===== src/rtl/csa64_sub_pipe.sv =====
// csa64_sub_pipe: 64-bit subtractor (op1 - op2) built as a carry-select adder
// of op1 + ~op2 + 1, split across a three-stage valid/ready pipeline.
// S1 holds the operands, S2 holds the low 34 result bits plus the carry into
// bit 34, and S3 holds the final diff and flags that drive the outputs.

// One carry-select group: precomputes both carry-in cases and muxes on c_i.
// The lowest group (SEL=0) is a plain ripple add since its carry-in is known.
module csa64_sel_grp #(
  parameter int W   = 4,
  parameter bit SEL = 1'b1
) (
  input  logic [W-1:0] a_i,
  input  logic [W-1:0] b_i,
  input  logic         c_i,
  output logic [W-1:0] s_o,
  output logic         c_o
);
  logic [W:0] sum0, sum1, sumc;

  // Both alternatives and the direct sum; SEL picks which path is used.
  always_comb begin
    sum0 = {1'b0, a_i} + {1'b0, b_i};
    sum1 = {1'b0, a_i} + {1'b0, b_i} + (W+1)'(1);
    sumc = {1'b0, a_i} + {1'b0, b_i} + {{W{1'b0}}, c_i};
    if (SEL) {c_o, s_o} = c_i ? sum1 : sum0;
    else     {c_o, s_o} = sumc;
  end
endmodule

module csa64_sub_pipe (
  input  logic        clock,
  input  logic        reset,
  input  logic        in_valid,
  output logic        in_ready,
  input  logic [63:0] op1,
  input  logic [63:0] op2,
  output logic        out_valid,
  input  logic        out_ready,
  output logic [63:0] diff,
  output logic        brout,
  output logic        ovf,
  output logic        zero
);
  // Group widths, LSB first: low half covers bits 0..33, high half 34..63.
  localparam int LO_W  [6] = '{4, 4, 5, 6, 7, 8};
  localparam int LO_OFF[6] = '{0, 4, 8, 13, 19, 26};
  localparam int HI_W  [3] = '{9, 10, 11};
  localparam int HI_OFF[3] = '{0, 9, 19};

  logic        advance;
  logic        v1_q, v2_q, v3_q;
  logic [63:0] a1_q, b1_q;
  logic [33:0] dlo_q;
  logic        c34_q;
  logic [29:0] ahi_q, bhi_q;
  logic [63:0] diff_q;
  logic        brout_q, ovf_q, zero_q;

  logic [33:0] dlo_d;
  logic [29:0] dhi_d;
  logic [6:0]  lc;
  logic [3:0]  hc;
  logic [63:0] bn1;
  logic [29:0] bnhi;

  // Whole-pipe advance: any empty or draining S3 lets every stage move.
  always_comb begin
    advance  = !v3_q || out_ready;
    in_ready = advance && !reset;
  end

  // Subtrahend inverted; the +1 enters as carry-in of the lowest group.
  always_comb begin
    bn1  = ~b1_q;
    bnhi = ~bhi_q;
  end

  assign lc[0] = 1'b1;
  assign hc[0] = c34_q;

  genvar g;
  generate
    for (g = 0; g < 6; g++) begin : g_lo
      csa64_sel_grp #(.W(LO_W[g]), .SEL(g != 0)) u_grp (
        .a_i(a1_q[LO_OFF[g] +: LO_W[g]]),
        .b_i(bn1[LO_OFF[g] +: LO_W[g]]),
        .c_i(lc[g]),
        .s_o(dlo_d[LO_OFF[g] +: LO_W[g]]),
        .c_o(lc[g+1])
      );
    end
    for (g = 0; g < 3; g++) begin : g_hi
      csa64_sel_grp #(.W(HI_W[g]), .SEL(1'b1)) u_grp (
        .a_i(ahi_q[HI_OFF[g] +: HI_W[g]]),
        .b_i(bnhi[HI_OFF[g] +: HI_W[g]]),
        .c_i(hc[g]),
        .s_o(dhi_d[HI_OFF[g] +: HI_W[g]]),
        .c_o(hc[g+1])
      );
    end
  endgenerate

  // S1: capture operands on acceptance; valid follows the handshake.
  always_ff @(posedge clock or posedge reset) begin
    if (reset) begin
      v1_q <= 1'b0;
      a1_q <= '0;
      b1_q <= '0;
    end else if (advance) begin
      v1_q <= in_valid && in_ready;
      if (in_valid && in_ready) begin
        a1_q <= op1;
        b1_q <= op2;
      end
    end
  end

  // S2: low 34 result bits, carry into bit 34, and the untouched high operands.
  always_ff @(posedge clock or posedge reset) begin
    if (reset) begin
      v2_q  <= 1'b0;
      dlo_q <= '0;
      c34_q <= 1'b0;
      ahi_q <= '0;
      bhi_q <= '0;
    end else if (advance) begin
      v2_q  <= v1_q;
      dlo_q <= dlo_d;
      c34_q <= lc[6];
      ahi_q <= a1_q[63:34];
      bhi_q <= b1_q[63:34];
    end
  end

  // S3: final difference and flags; outputs come straight from here.
  always_ff @(posedge clock or posedge reset) begin
    if (reset) begin
      v3_q    <= 1'b0;
      diff_q  <= '0;
      brout_q <= 1'b0;
      ovf_q   <= 1'b0;
      zero_q  <= 1'b0;
    end else if (advance) begin
      v3_q    <= v2_q;
      diff_q  <= {dhi_d, dlo_q};
      brout_q <= ~hc[3];
      ovf_q   <= (ahi_q[29] != bhi_q[29]) && (dhi_d[29] != ahi_q[29]);
      zero_q  <= ({dhi_d, dlo_q} == 64'd0);
    end
  end

  assign out_valid = v3_q;
  assign diff      = diff_q;
  assign brout     = brout_q;
  assign ovf       = ovf_q;
  assign zero      = zero_q;
endmodule


===== config.mk =====
export PLATFORM = sky130hd
export DESIGN_NAME = csa64_sub_pipe
export DESIGN_NICKNAME = d
export VERILOG_FILES = /design/src/rtl/csa64_sub_pipe.sv
export SDC_FILE = /design/constraint.sdc
export NUM_CORES = 1
export LEC_CHECK = 0
export BUFFER_PORTS_ARGS = -buffer_cell sky130_fd_sc_hd__buf_2
export CORE_UTILIZATION = 50
export DETAILED_ROUTE_END_ITERATION = 8
export PLACE_DENSITY = 0.73
export RECOVER_POWER = 50
export SLEW_MARGIN = 30
export SYNTH_ARGS = -nofsm -noshare
export SYNTH_HDL_FRONTEND = slang
export SYNTH_HIERARCHICAL = 1
export SYNTH_SLANG_ARGS = --single-unit

===== constraint.sdc =====
create_clock -name clock -period 8.4 [get_ports clock]
set_clock_uncertainty 0.15 [all_clocks]
set_input_delay 0 -clock clock [delete_from_list [all_inputs] [get_ports clock]]
set_output_delay 0 -clock clock [all_outputs]
set_load 0.05 [all_outputs]

Word level (Yosys, flattened, before mapping)
Index checks and enable logic that the tools add are counted.
{"block": "op_classes", "add_sub_neg": 18, "eq_ne": 2, "n_mux": 8, "bitwise": 3, "n_reduce_logical": 8}
{"operator": "logical NOT 64 bit", "count": 1}
{"operator": "NOT 34 bit", "count": 1}
{"operator": "NOT 30 bit", "count": 1}
{"operator": "adder 11 x 11 -> 12 bit", "count": 1}
{"operator": "adder 12 x 1 -> 12 bit (second input constant)", "count": 1}
{"operator": "two-way mux 12 bit", "count": 1}
{"operator": "adder 10 x 10 -> 11 bit", "count": 1}
{"operator": "adder 11 x 1 -> 11 bit (second input constant)", "count": 1}
{"operator": "two-way mux 11 bit", "count": 1}
{"operator": "adder 10 x 1 -> 10 bit (second input constant)", "count": 1}
{"operator": "adder 4 x 4 -> 5 bit", "count": 2}
{"operator": "adder 5 x 1 -> 5 bit (second input constant)", "count": 2}
{"operator": "adder 9 x 9 -> 10 bit", "count": 1}
{"operator": "two-way mux 10 bit", "count": 1}
{"operator": "adder 8 x 8 -> 9 bit", "count": 1}
{"operator": "adder 9 x 1 -> 9 bit (second input constant)", "count": 1}
{"operator": "two-way mux 9 bit", "count": 1}
{"operator": "adder 7 x 7 -> 8 bit", "count": 1}
{"operator": "adder 8 x 1 -> 8 bit (second input constant)", "count": 1}
{"operator": "two-way mux 8 bit", "count": 1}
{"operator": "adder 6 x 6 -> 7 bit", "count": 1}
{"operator": "adder 7 x 1 -> 7 bit (second input constant)", "count": 1}
{"operator": "two-way mux 7 bit", "count": 1}
{"operator": "adder 5 x 5 -> 6 bit", "count": 1}
{"operator": "9 further kinds", "count": 13}
{"block": "totals", "register_bits": 293, "input_bits": 132, "output_inout_bits": 69}

Longest topological paths before layout
Gate-level depths: netlist (run 1).
{"block": "depth", "depth_word": 8, "ltp_mapped": 27}

Modules after synthesis
The synthesis (run 1) kept the hierarchy.
{"mod": "csa64_sub_pipe", "instances": 1, "cells_per_inst": 716, "area_per_inst_um2": 11742.5, "seq_area_each_um2": 7332.0}
{"mod": "csa64_sel_grp (g_hi[2].u_grp)", "instances": 1, "cells_per_inst": 100, "area_per_inst_um2": 830.8, "seq_area_each_um2": 0.0}
{"mod": "csa64_sel_grp (g_hi[0].u_grp)", "instances": 1, "cells_per_inst": 79, "area_per_inst_um2": 610.6, "seq_area_each_um2": 0.0}
{"mod": "csa64_sel_grp (g_hi[1].u_grp)", "instances": 1, "cells_per_inst": 65, "area_per_inst_um2": 574.3, "seq_area_each_um2": 0.0}
{"mod": "csa64_sel_grp (g_lo[5].u_grp)", "instances": 1, "cells_per_inst": 61, "area_per_inst_um2": 494.2, "seq_area_each_um2": 0.0}
{"mod": "csa64_sel_grp (g_lo[4].u_grp)", "instances": 1, "cells_per_inst": 44, "area_per_inst_um2": 397.9, "seq_area_each_um2": 0.0}
{"mod": "csa64_sel_grp (g_lo[3].u_grp)", "instances": 1, "cells_per_inst": 50, "area_per_inst_um2": 371.6, "seq_area_each_um2": 0.0}
{"mod": "csa64_sel_grp (g_lo[1].u_grp)", "instances": 1, "cells_per_inst": 34, "area_per_inst_um2": 249.0, "seq_area_each_um2": 0.0}
{"mod": "csa64_sel_grp (g_lo[2].u_grp)", "instances": 1, "cells_per_inst": 28, "area_per_inst_um2": 247.7, "seq_area_each_um2": 0.0}
{"mod": "csa64_sel_grp (g_lo[0].u_grp)", "instances": 1, "cells_per_inst": 16, "area_per_inst_um2": 143.9, "seq_area_each_um2": 0.0}

Least setup slack after synthesis (run 1)
Ideal clock, no wire load.
{"block": "synth_timing", "path_type": "reg-to-reg", "from": "reg b1_q[0]", "to": "reg dlo_q[33]", "arrival_time_ps": 5054, "t_required_ps": 8125, "slack_ps": 3072, "path_stages_with_launch": 28, "path_buffers": 0, "synth_period_minus_slack_ps": 5328, "path_cell_list": "dfrtp_1 -> inv_1 -> fa_1 -> inv_1 -> fa_1 -> nor2b_1 -> o21ai_0 -> nand2b_1 -> nand2_1 -> or4_1 -> a2bb2oi_1 -> nand3_1 -> and3_1 -> nand4_1 -> xor2_1 -> nand2_1 -> nor2_1 -> nand4_2 -> xnor2_1 -> and3_1 -> nand4_2 -> nor3_2 -> xnor2_1 -> nand4_1 -> nand3b_1 -> nor3_2 -> xnor2_1 -> mux2_2"}
{"block": "synth_between", "elab_chain_len": 8}
{"item": "start, declared", "line_no": "52", "text": "logic [63:0] a1_q, b1_q;"}
{"item": "start signal, assigned", "line_no": "113", "text": "b1_q <= op2;"}
{"item": "NOT 34 bit", "line_no": "74", "text": "bn1 = ~b1_q;"}
{"item": "named net bn1[0]", "line_no": "63", "text": "logic [63:0] bn1;"}
{"item": "adder 4 x 4 -> 5 bit"}
{"item": "adder 5 x 1 -> 5 bit"}
{"item": "named net lc[1]", "line_no": "61", "text": "logic [6:0] lc;"}
{"item": "two-way mux 5 bit", "line_no": "25", "text": "if (SEL) {c_o, s_o} = c_i ? sum1 : sum0;"}
{"item": "named net lc[2]", "line_no": "61"}
{"item": "two-way mux 6 bit", "line_no": "25"}
{"item": "named net lc[3]", "line_no": "61"}
{"item": "two-way mux 7 bit", "line_no": "25"}
{"item": "named net lc[4]", "line_no": "61"}
{"item": "two-way mux 8 bit", "line_no": "25"}
{"item": "named net lc[5]", "line_no": "61"}
{"item": "two-way mux 9 bit", "line_no": "25"}
{"item": "named net dlo_d[33]", "line_no": "59", "text": "logic [33:0] dlo_d;"}
{"item": "end signal, assigned", "line_no": "128", "text": "dlo_q <= dlo_d;"}
{"item": "end, declared", "line_no": "53", "text": "logic [33:0] dlo_q;"}
The timed path passes the listed nets, and every way through them passes these cells.
A chain may end at the register's enable or synchronous reset.

Worst setup path in the final report (run 1)
{"block": "layout_timing", "from": "reg b1_q[0]", "to": "reg c34_q"}
{"block": "layout_between", "elab_chain_len": 8}
{"item": "NOT 34 bit", "line_no": "74"}
{"item": "named net bn1[0]", "line_no": "63"}
{"item": "adder 4 x 4 -> 5 bit"}
{"item": "adder 5 x 1 -> 5 bit"}
{"item": "named net lc[1]", "line_no": "61"}
{"item": "two-way mux 5 bit", "line_no": "25"}
{"item": "named net lc[2]", "line_no": "61"}
{"item": "two-way mux 6 bit", "line_no": "25"}
{"item": "named net lc[3]", "line_no": "61"}
{"item": "two-way mux 7 bit", "line_no": "25"}
{"item": "named net lc[4]", "line_no": "61"}
{"item": "two-way mux 8 bit", "line_no": "25"}
{"item": "named net lc[5]", "line_no": "61"}
{"item": "two-way mux 9 bit", "line_no": "25"}
{"item": "named net lc[6]", "line_no": "61"}
{"item": "end signal, assigned", "line_no": "129", "text": "c34_q <= lc[6];"}
{"item": "end, declared", "line_no": "54", "text": "logic c34_q;"}
The timed path passes the listed nets, and every way through them passes these cells.

==> metrics.md, run 1 <==
| Metric | Value |
|---|---|
| Result of the run | `complete, but fails checks` |
| Violated checks | `max-capacitance violations, max-slew violations` |
| Count of pins over their slew limit | `158` |
| Count of cells resized by post-cts repair | `0` |
| DIE AREA | `0.0320 sq mm` |
| Metal3 WL | `1390 microns` |
| Count of hold-fix buffers inserted at cts | `145` |
| Crit Path Class | `register to register` |
| Number of unique standard cell types used by synthesis | `73` |
| Via count | `10100` |
| Number of antenna violations at the first check in global routing | `1` |
| Number of design-rule violations left by the first detailed-router iteration | `438` |
| Post-Synthesis Cells | `1193` |
| FF+latch count, synth | `293` |
| Power density over cell area | `387 mW/mm^2` |
| Max Fanout on Critical Path | `5` |
| Post-detailed-route wirelength per cell | `16.9 microns` |
| Placeable core area | `0.0307 sq mm` |
| Share of synthesized registers carrying an async set or reset | `100%` |
| Global-route wire length before repair | `53700 microns` |
| Share of the clock period used by the worst path after layout | `70.8%` |
| Hold Path Cell Cnt | `3` |
| Layout overhead on the synthesized area | `23.6%` |
| Number of cells on the worst reg-to-reg path | `27` |
| Tmin final | `5.95 ns` |
| Overall routed net length | `33200 microns` |
| Layout Cell Area excl Fill | `0.0194 sq mm` |
| DRT Pass-1 Iters | `4` |
| Area share of the largest cell type after synthesis | `46.8%` |
| Number of design rule violations left after detail routing | `0` |
| Number of hold violations in the final report | `0` |
| Placement row count | `64` |
| Worst EP arrival | `6.18 ns` |
| Number of nets with antenna violations after detailed routing | `0` |
| Worst Path Required | `8.63 ns` |
| Post-CTS Repair Setup Buffers | `0` |
| Final RePlAce weighted congestion | `0.809` |
| Sequential cell area fraction in the yosys report | `46.8%` |
| Clock Root Buffer | `clkbuf_16` |
| Pin count of the biggest net entering global routing | `160` |
| Clock-pin slew on the worst setup and hold paths | `0.07 ns` |
| Post-synth top area cell | `dfrtp_1` |
| Highest metal layer with signal wires | `met4` |
| DRT met1 WL | `14500 microns` |
| Largest buffer count on any clock path | `3` |
| Clock tree from TritonCTS | `done` |
| Post-synthesis cell area | `0.0157 sq mm` |
| Relative slew margins | `-297%` |
| Number of warnings printed during yosys synthesis | `6` |
| Syn_nets | `1406` |
| Slew at the pin with the worst max-slew slack | `5.92 ns` |
| Largest cells by area after synthesis | `dfrtp_1 (47%), mux2_2 (13%), mux2_4 (10%)` |
| Vert. Die Dim | `179 microns` |
| Mean area per synthesized cell | `13.1 sq um` |
| Latest clock arrival within the worst-skew pair | `0.49 ns` |
| Sum of negative setup slack | `0 ns` |
| Standby leakage power | `8.77 nW` |
| Share of cells above drive strength 1 | `33.6%` |
| Number of clock buffers inserted by TritonCTS | `35` |
| Count of buffers from port buffering | `200` |
| Nets | `1757` |
| Global route overflow | `0` |
| Capturing element type of the critical path | `register` |
| Num ports | `201` |
| Detail Placement HPWL | `21900 microns` |
| Setup repair after global routing missed its margin | `false` |
| Worst min-delay path category | `input port to register` |
| Ranking of synthesized cells by instance count | `dfrtp_1 (293), mux2_2 (186), mux2_4 (109), inv_1 (91), ha_1 (71)` |
| Clock sink total | `293` |
| Post-synth top flop | `dfrtp_1` |
| Register-to-register path setup slack | `2.45 ns` |
| Startpoint class of the critical path | `register` |
| Overall Global Routing Usage | `21.1%` |
| Effective utilization at floorplan | `51.1%` |
| Via-per-instance ratio | `5.14` |
| Max Cap Viol | `2` |
| Die boundary width | `179 microns` |
| Max Freq | `168 MHz` |
| Number of levels in the clock H-tree | `2` |
| Placement Cell Area | `0.0169 sq mm` |
| EDFF count, synth | `0` |
| Maximum ir drop on the vdd rail | `0.196 mV` |
| Number of setup violations in the final report | `0` |
| Vias in the first global route | `10600` |
| Most used standard cell by instance count after synthesis | `dfrtp_1` |
| Total met2 wirelength after detailed routing | `16200 microns` |
[area by class of cell]
class / instances / area, sq um
Multi-Input combinational cell: 772 / 7660
Antenna cell: 1 / 2.50
Clock inverter: 10 / 75.1
Tap cell: 396 / 495
Fill cell: 2282 / 11300
Timing Repair Buffer: 351 / 2450
Inverter: 91 / 343
Sequential cell: 293 / 7330
Clock buffer: 51 / 1010
[through the flow]
stage	hold slack (ns)	setup slack, ns	total power, W	cells	utilization [%]
after floorplan	-0.0502	0.159	0.00525	1193	-
after global placement	0.0812	2.62	0.00595	1757	55.1
after detailed placement	0.0840	2.44	0.00605	1758	55.2
after CTS	0.0858	2.44	0.00759	1964	63.4
after global routing	0.105	1.74	0.00801	1965	63.1
final	0.117	2.45	0.00749	1965	63.1
[path summary, 6_finish.rpt]
check | endpoint | startpoint
max in group asynchronous | b1_q[33]$_DFFE_PP0P_ | reset
max reg2reg | c34_q$_DFFE_PP0P_ | b1_q[0]$_DFFE_PP0P_
max | c34_q$_DFFE_PP0P_ | b1_q[0]$_DFFE_PP0P_
min in group asynchronous | b1_q[49]$_DFFE_PP0P_ | reset
min reg2reg | brout$_DFFE_PP0P_ | brout$_DFFE_PP0P_
min | b1_q[43]$_DFFE_PP0P_ | op2[43]
[worst max-delay path, stage by stage, from the launching register on]
cell,delay [ns]
dfrtp_1,0.37
inv_1,0.08
fa_1,0.19
inv_1,0.05
fa_1,0.40
nor2b_1,0.11
o21ai_0,0.08
nand2b_1,0.16
nand2_1,0.14
or4_1,0.42
a2bb2oi_1,0.14
nand3_1,0.20
and3_1,0.20
nand4_1,0.11
xor2_1,0.38
nand2_1,0.15
nor2_1,0.18
nand4_2,0.13
xnor2_1,0.42
and3_1,0.27
nand4_2,0.14
nor3_2,0.14
xnor2_1,0.25
and3_1,0.28
nand4b_2,0.16
nor3_2,0.17
xnor2_1,0.08
mux2_2,0.26
[sequential cells by signal (all words and copies together) (netlist names), 30 cells and up]
name and cells:
ahi_q 30, diff 64, bhi_q 30, a1_q 64, dlo_q 34, b1_q 64
[report_power, final]
group / switching [W] / internal, W / leakage, nW
Clock: 0.000583 / 0.000836 / 0.530
Combinational: 0.00219 / 0.00162 / 4.81
Sequential: 0.000330 / 0.00193 / 3.42
[layout by cell type, fill, tap and decap left out, types with 4 or more instances in the layout]
| cell type | Yosys | routed |
|---|---|---|
| dlygate4sd3_1 | 0 | 145 |
| xnor2_1 | 56 | 56 |
| a31oi_1 | 5 | 5 |
| a21oi_1 | 31 | 31 |
| xor2_1 | 41 | 41 |
| mux2_2 | 186 | 186 |
| clkbuf_16 | 0 | 35 |
| a21o_1 | 20 | 20 |
| nor3b_1 | 5 | 5 |
| nor3_1 | 12 | 12 |
| nor3_2 | 4 | 4 |
| clkbuf_8 | 1 | 7 |
| nor2b_1 | 5 | 5 |
| o211ai_1 | 4 | 4 |
| o21ai_0 | 15 | 15 |
| a21oi_2 | 4 | 4 |
| nand3_1 | 16 | 16 |
| fa_1 | 10 | 10 |
| nand2_1 | 33 | 33 |
| o21a_1 | 5 | 5 |
| inv_1 | 91 | 90 |
| nand4_1 | 12 | 12 |
| nand2b_1 | 5 | 5 |
| nand4_2 | 4 | 4 |
| o21bai_1 | 4 | 4 |
| and3_1 | 5 | 5 |
| nor4_1 | 18 | 18 |
| ha_1 | 71 | 71 |
| mux2_4 | 109 | 109 |
| dfrtp_1 | 293 | 293 |
| nor2_1 | 26 | 26 |
| clkbuf_1 | 0 | 78 |
| buf_2 | 22 | 131 |
| a211oi_2 | 5 | 5 |
[cells by family after synthesis]
family | synth area share (%)
compound gates | 5.76
other cells | 0.0239
mux | 23.9
buf+inv | 4.27
fa+ha+maj | 6.95
simple gates | 6.39
xor+xnor | 5.84
flops | 46.8
[layer usage]
metal | track usage, % | up-vias
li1 | - | 4909
met5 | 0 | -
met2 | 35.7 | 178
met3 | 3.92 | 71
met4 | 7.17 | 0
met1 | 27.0 | 4944
Note: power is estimated with default switching activity, not from simulation.
==> inputs of run 2 (changes only) <==
==> constraint.sdc (replaced) <==
create_clock -name clock -period 4.8 [get_ports clock]
set_clock_uncertainty 0.15 [all_clocks]
set_input_delay 0 -clock clock [delete_from_list [all_inputs] [get_ports clock]]
set_output_delay 0 -clock clock [all_outputs]
set_load 0.05 [all_outputs]
==> run 2 against run 1 <==
The run ends with max-capacitance violations, max-slew violations, negative setup slack left. Routed wire length up 9.5%. Cell count grew 4.1%. Sequential share of layout area decreased by 1.7 points. Via count rose by 6.3%. Worst hold slack worse by 0.035 ns. Utilization increased by 3.0 points. First-iteration DRC count rose by 21%. Count of clock-buffer cells in the layout shrank 9. Die area did not move. Total power increased by 91%. Setup slack got worse by 2.7 ns. Clock power grew 83%. Critical endpoint is now dlo_q[31]$_DFFE_PP0P_.
==> metrics.md, run 2 (synthesis gave the netlist of run 1 again) <==
| Metric | Value |
|---|---|
| Tmin final | `5.10 ns (was 5.95 ns)` |
| Latest clock arrival within the worst-skew pair | `0.50 ns (was 0.49 ns)` |
| Detail Placement HPWL | `22100 microns (was 21900 microns)` |
| Number of instances in the placed design | `1796 (was 1758)` |
| Worst EP arrival | `5.32 ns (was 6.18 ns)` |
| Number of design rule violations left after detail routing | `0 (unchanged)` |
| Most used cells in the layout excluding fill and tap cells | `dfrtp_1 (293), mux2_2 (185), buf_2 (130), dlygate4sd3_1 (129), mux2_4 (110) (was dfrtp_1 (293), mux2_2 (186), dlygate4sd3_1 (145), buf_2 (131), mux2_4 (109))` |
| Number of clock buffers inserted by TritonCTS | `34 (was 35)` |
| Die boundary width | `179 microns (unchanged)` |
| Number of setup violations in the final report | `9 (was 0)` |
| Total Power Consumption | `0.0143 W (was 0.00749 W)` |
| Nets | `1841 (was 1757)` |
| Share of the clock period used by the worst path after layout | `106% (was 70.8%)` |
| Final RePlAce weighted congestion | `0.794 (was 0.809)` |
| Global-route wire length before repair | `57800 microns (was 53700 microns)` |
| Max Cap Viol | `3 (was 2)` |
| Number of antenna violations at the first check in global routing | `0 (was 1)` |
| Clock-pin slew on the worst setup and hold paths | `0.06 ns (was 0.07 ns)` |
| Overall routed net length | `36300 microns (was 33200 microns)` |
| Max Freq | `196 MHz (was 168 MHz)` |
| Slew at the pin with the worst max-slew slack | `2.52 ns (was 5.92 ns)` |
| Setup repair after global routing missed its margin | `true (was false)` |
| Max Fanout on Critical Path | `3 (was 5)` |
| Effective utilization at floorplan | `51.1% (unchanged)` |
| Vias in the first global route | `11500 (was 10600)` |
| Standby leakage power | `9.24 nW (was 8.77 nW)` |
| Number of levels in the clock H-tree | `2 (unchanged)` |
| DIE AREA | `0.0320 sq mm (unchanged)` |
| Overall Global Routing Usage | `22.7% (was 21.1%)` |
| Placeable core area | `0.0307 sq mm (unchanged)` |
| Clock sink total | `293 (unchanged)` |
| Count of pins over their slew limit | `166 (was 158)` |
| Via-per-instance ratio | `5.25 (was 5.14)` |
| Worst Path Required | `5.02 ns (was 8.63 ns)` |
| Clock tree from TritonCTS | `done (unchanged)` |
| Share of cells above drive strength 1 | `40.6% (was 33.6%)` |
| Count of buffers from port buffering | `200 (unchanged)` |
| Relative slew margins | `-68.1% (was -297%)` |
| Number of design-rule violations left by the first detailed-router iteration | `530 (was 438)` |
| Number of standard cells in the final layout excluding fillers | `2045 (was 1965)` |
| Crit Path Class | `register to register (unchanged)` |
| Result of the run | `complete, but fails checks (unchanged)` |
| Clock Root Buffer | `clkbuf_16 (unchanged)` |
| Antenna fix cells | `0 (was 1)` |
| Post-detailed-route wirelength per cell | `17.8 microns (was 16.9 microns)` |
| Largest buffer count on any clock path | `3 (unchanged)` |
| Maximum ir drop on the vdd rail | `0.334 mV (was 0.196 mV)` |
| Power density over cell area | `704 mW/mm^2 (was 387 mW/mm^2)` |
| Capturing element type of the critical path | `register (unchanged)` |
| Vert. Die Dim | `179 microns (unchanged)` |
| Crit path setup slack, layout | `-0.296 ns (was 2.45 ns)` |
| Number of nets with antenna violations after detailed routing | `0 (unchanged)` |
| Placement row count | `64 (unchanged)` |
| Layout overhead on the synthesized area | `29.4% (was 23.6%)` |
| Global route overflow | `0 (unchanged)` |
| Pin count of the biggest net entering global routing | `178 (was 160)` |
| Worst min-delay path category | `input port to register (unchanged)` |
| Num ports | `201 (unchanged)` |
| Number of hold violations in the final report | `0 (unchanged)` |
| DRT Pass-1 Iters | `4 (unchanged)` |
| Most common library cell in the layout ignoring fill and taps | `dfrtp_1 (unchanged)` |
| Violated checks | `max-capacitance violations, max-slew violations, negative setup slack (was max-capacitance violations, max-slew violations)` |
| Startpoint class of the critical path | `register (unchanged)` |
| Via count | `10700 (was 10100)` |
## run 2: through the flow
stage	area [sq um]	hold WS, ns	setup slack, ns	util (%)	TNS [ns]
final	20300	0.0821	-0.296	66.1	-1.58
after global routing	20300	0.0893	-0.539	66.1	-4.28
after CTS	20200	0.00698	-0.168	65.9	-0.865
after detailed placement	17300	-0.00866	-0.474	56.3	-2.89
after global placement	17300	-0.0206	-0.198	56.3	-0.835
after floorplan	15700	-0.0502	-0.330	-	-1.13
## run 2: path summary, 6_finish.rpt
check	end	from	slack, ns	cells past startpoint
hold reg to reg	out_valid$_DFFE_PP0P_	v2_q$_DFFE_PP0P_	0.32	1
setup reg to reg	dlo_q[31]$_DFFE_PP0P_	b1_q[0]$_DFFE_PP0P_	-0.30	27
setup / recovery	dlo_q[31]$_DFFE_PP0P_	b1_q[0]$_DFFE_PP0P_	-0.30	27
hold / removal	v1_q$_DFFE_PP0P_	in_valid	0.08	3
max in group asynchronous	bhi_q[1]$_DFFE_PP0P_	reset	1.37	4
min in group asynchronous	ahi_q[15]$_DFFE_PP0P_	reset	0.20	3
## run 2: power breakdown
group / internal, W / leakage [nW] / total (W) / switching [W]
registers: 0.00337 / 3.42 / 0.00398 / 0.000608
logic: 0.00346 / 5.26 / 0.00769 / 0.00423
clock network: 0.00157 / 0.553 / 0.00260 / 0.00103
## run 2: layout make-up
| cell class | instances | area (sq um) |
|---|---|---|
| Inverter | 91 | 343 |
| Fill cell | 2211 | 10400 |
| Clock inverter | 15 | 166 |
| Tap cell | 396 | 495 |
| Multi-Input combinational cell | 772 | 7930 |
| Sequential cell | 293 | 7330 |
| Timing Repair Buffer | 436 | 3050 |
| Clock buffer | 42 | 952 |
## run 2: timing repair
| action | in CTS | in global routing |
|---|---|---|
| setup buffers | 58 | 16 |
| hold endpoints to repair | 154 | 0 |
| pin swaps | 30 | 15 |
| gates resized for setup | 21 | 25 |
| setup endpoints to repair | 10 | 23 |
| hold buffers | 129 | 0 |
## run 2: routing by layer
metal	share of wire (%)	routed length [microns]	global-route usage, %	vias up
met4	3.5	1280	8.55	0
met1	42	15300	27.9	5373
met3	3.0	1100	2.91	84
li1	-	-	-	5071
met2	51	18700	40.6	210
met5	0	0	0	-
## run 2: critical path, stage by stage (launching register included)
cell	delay, ns
dfrtp_1	0.39
inv_2	0.06
fa_2	0.20
inv_2	0.04
fa_2	0.37
nor2b_1	0.13
o21ai_1	0.08
nand2b_1	0.12
nand2_2	0.09
or4_4	0.42
a2bb2oi_2	0.14
nand3_2	0.10
and3_4	0.18
nand4_1	0.15
xor2_2	0.21
nand2_1	0.11
nor2_2	0.14
nand4_2	0.11
xnor2_2	0.21
and3_4	0.24
nand4_4	0.09
nor3_4	0.16
xnor2_2	0.16
nand4_1	0.13
nand3b_1	0.22
buf_4	0.18
xor2_1	0.13
mux2_2	0.25
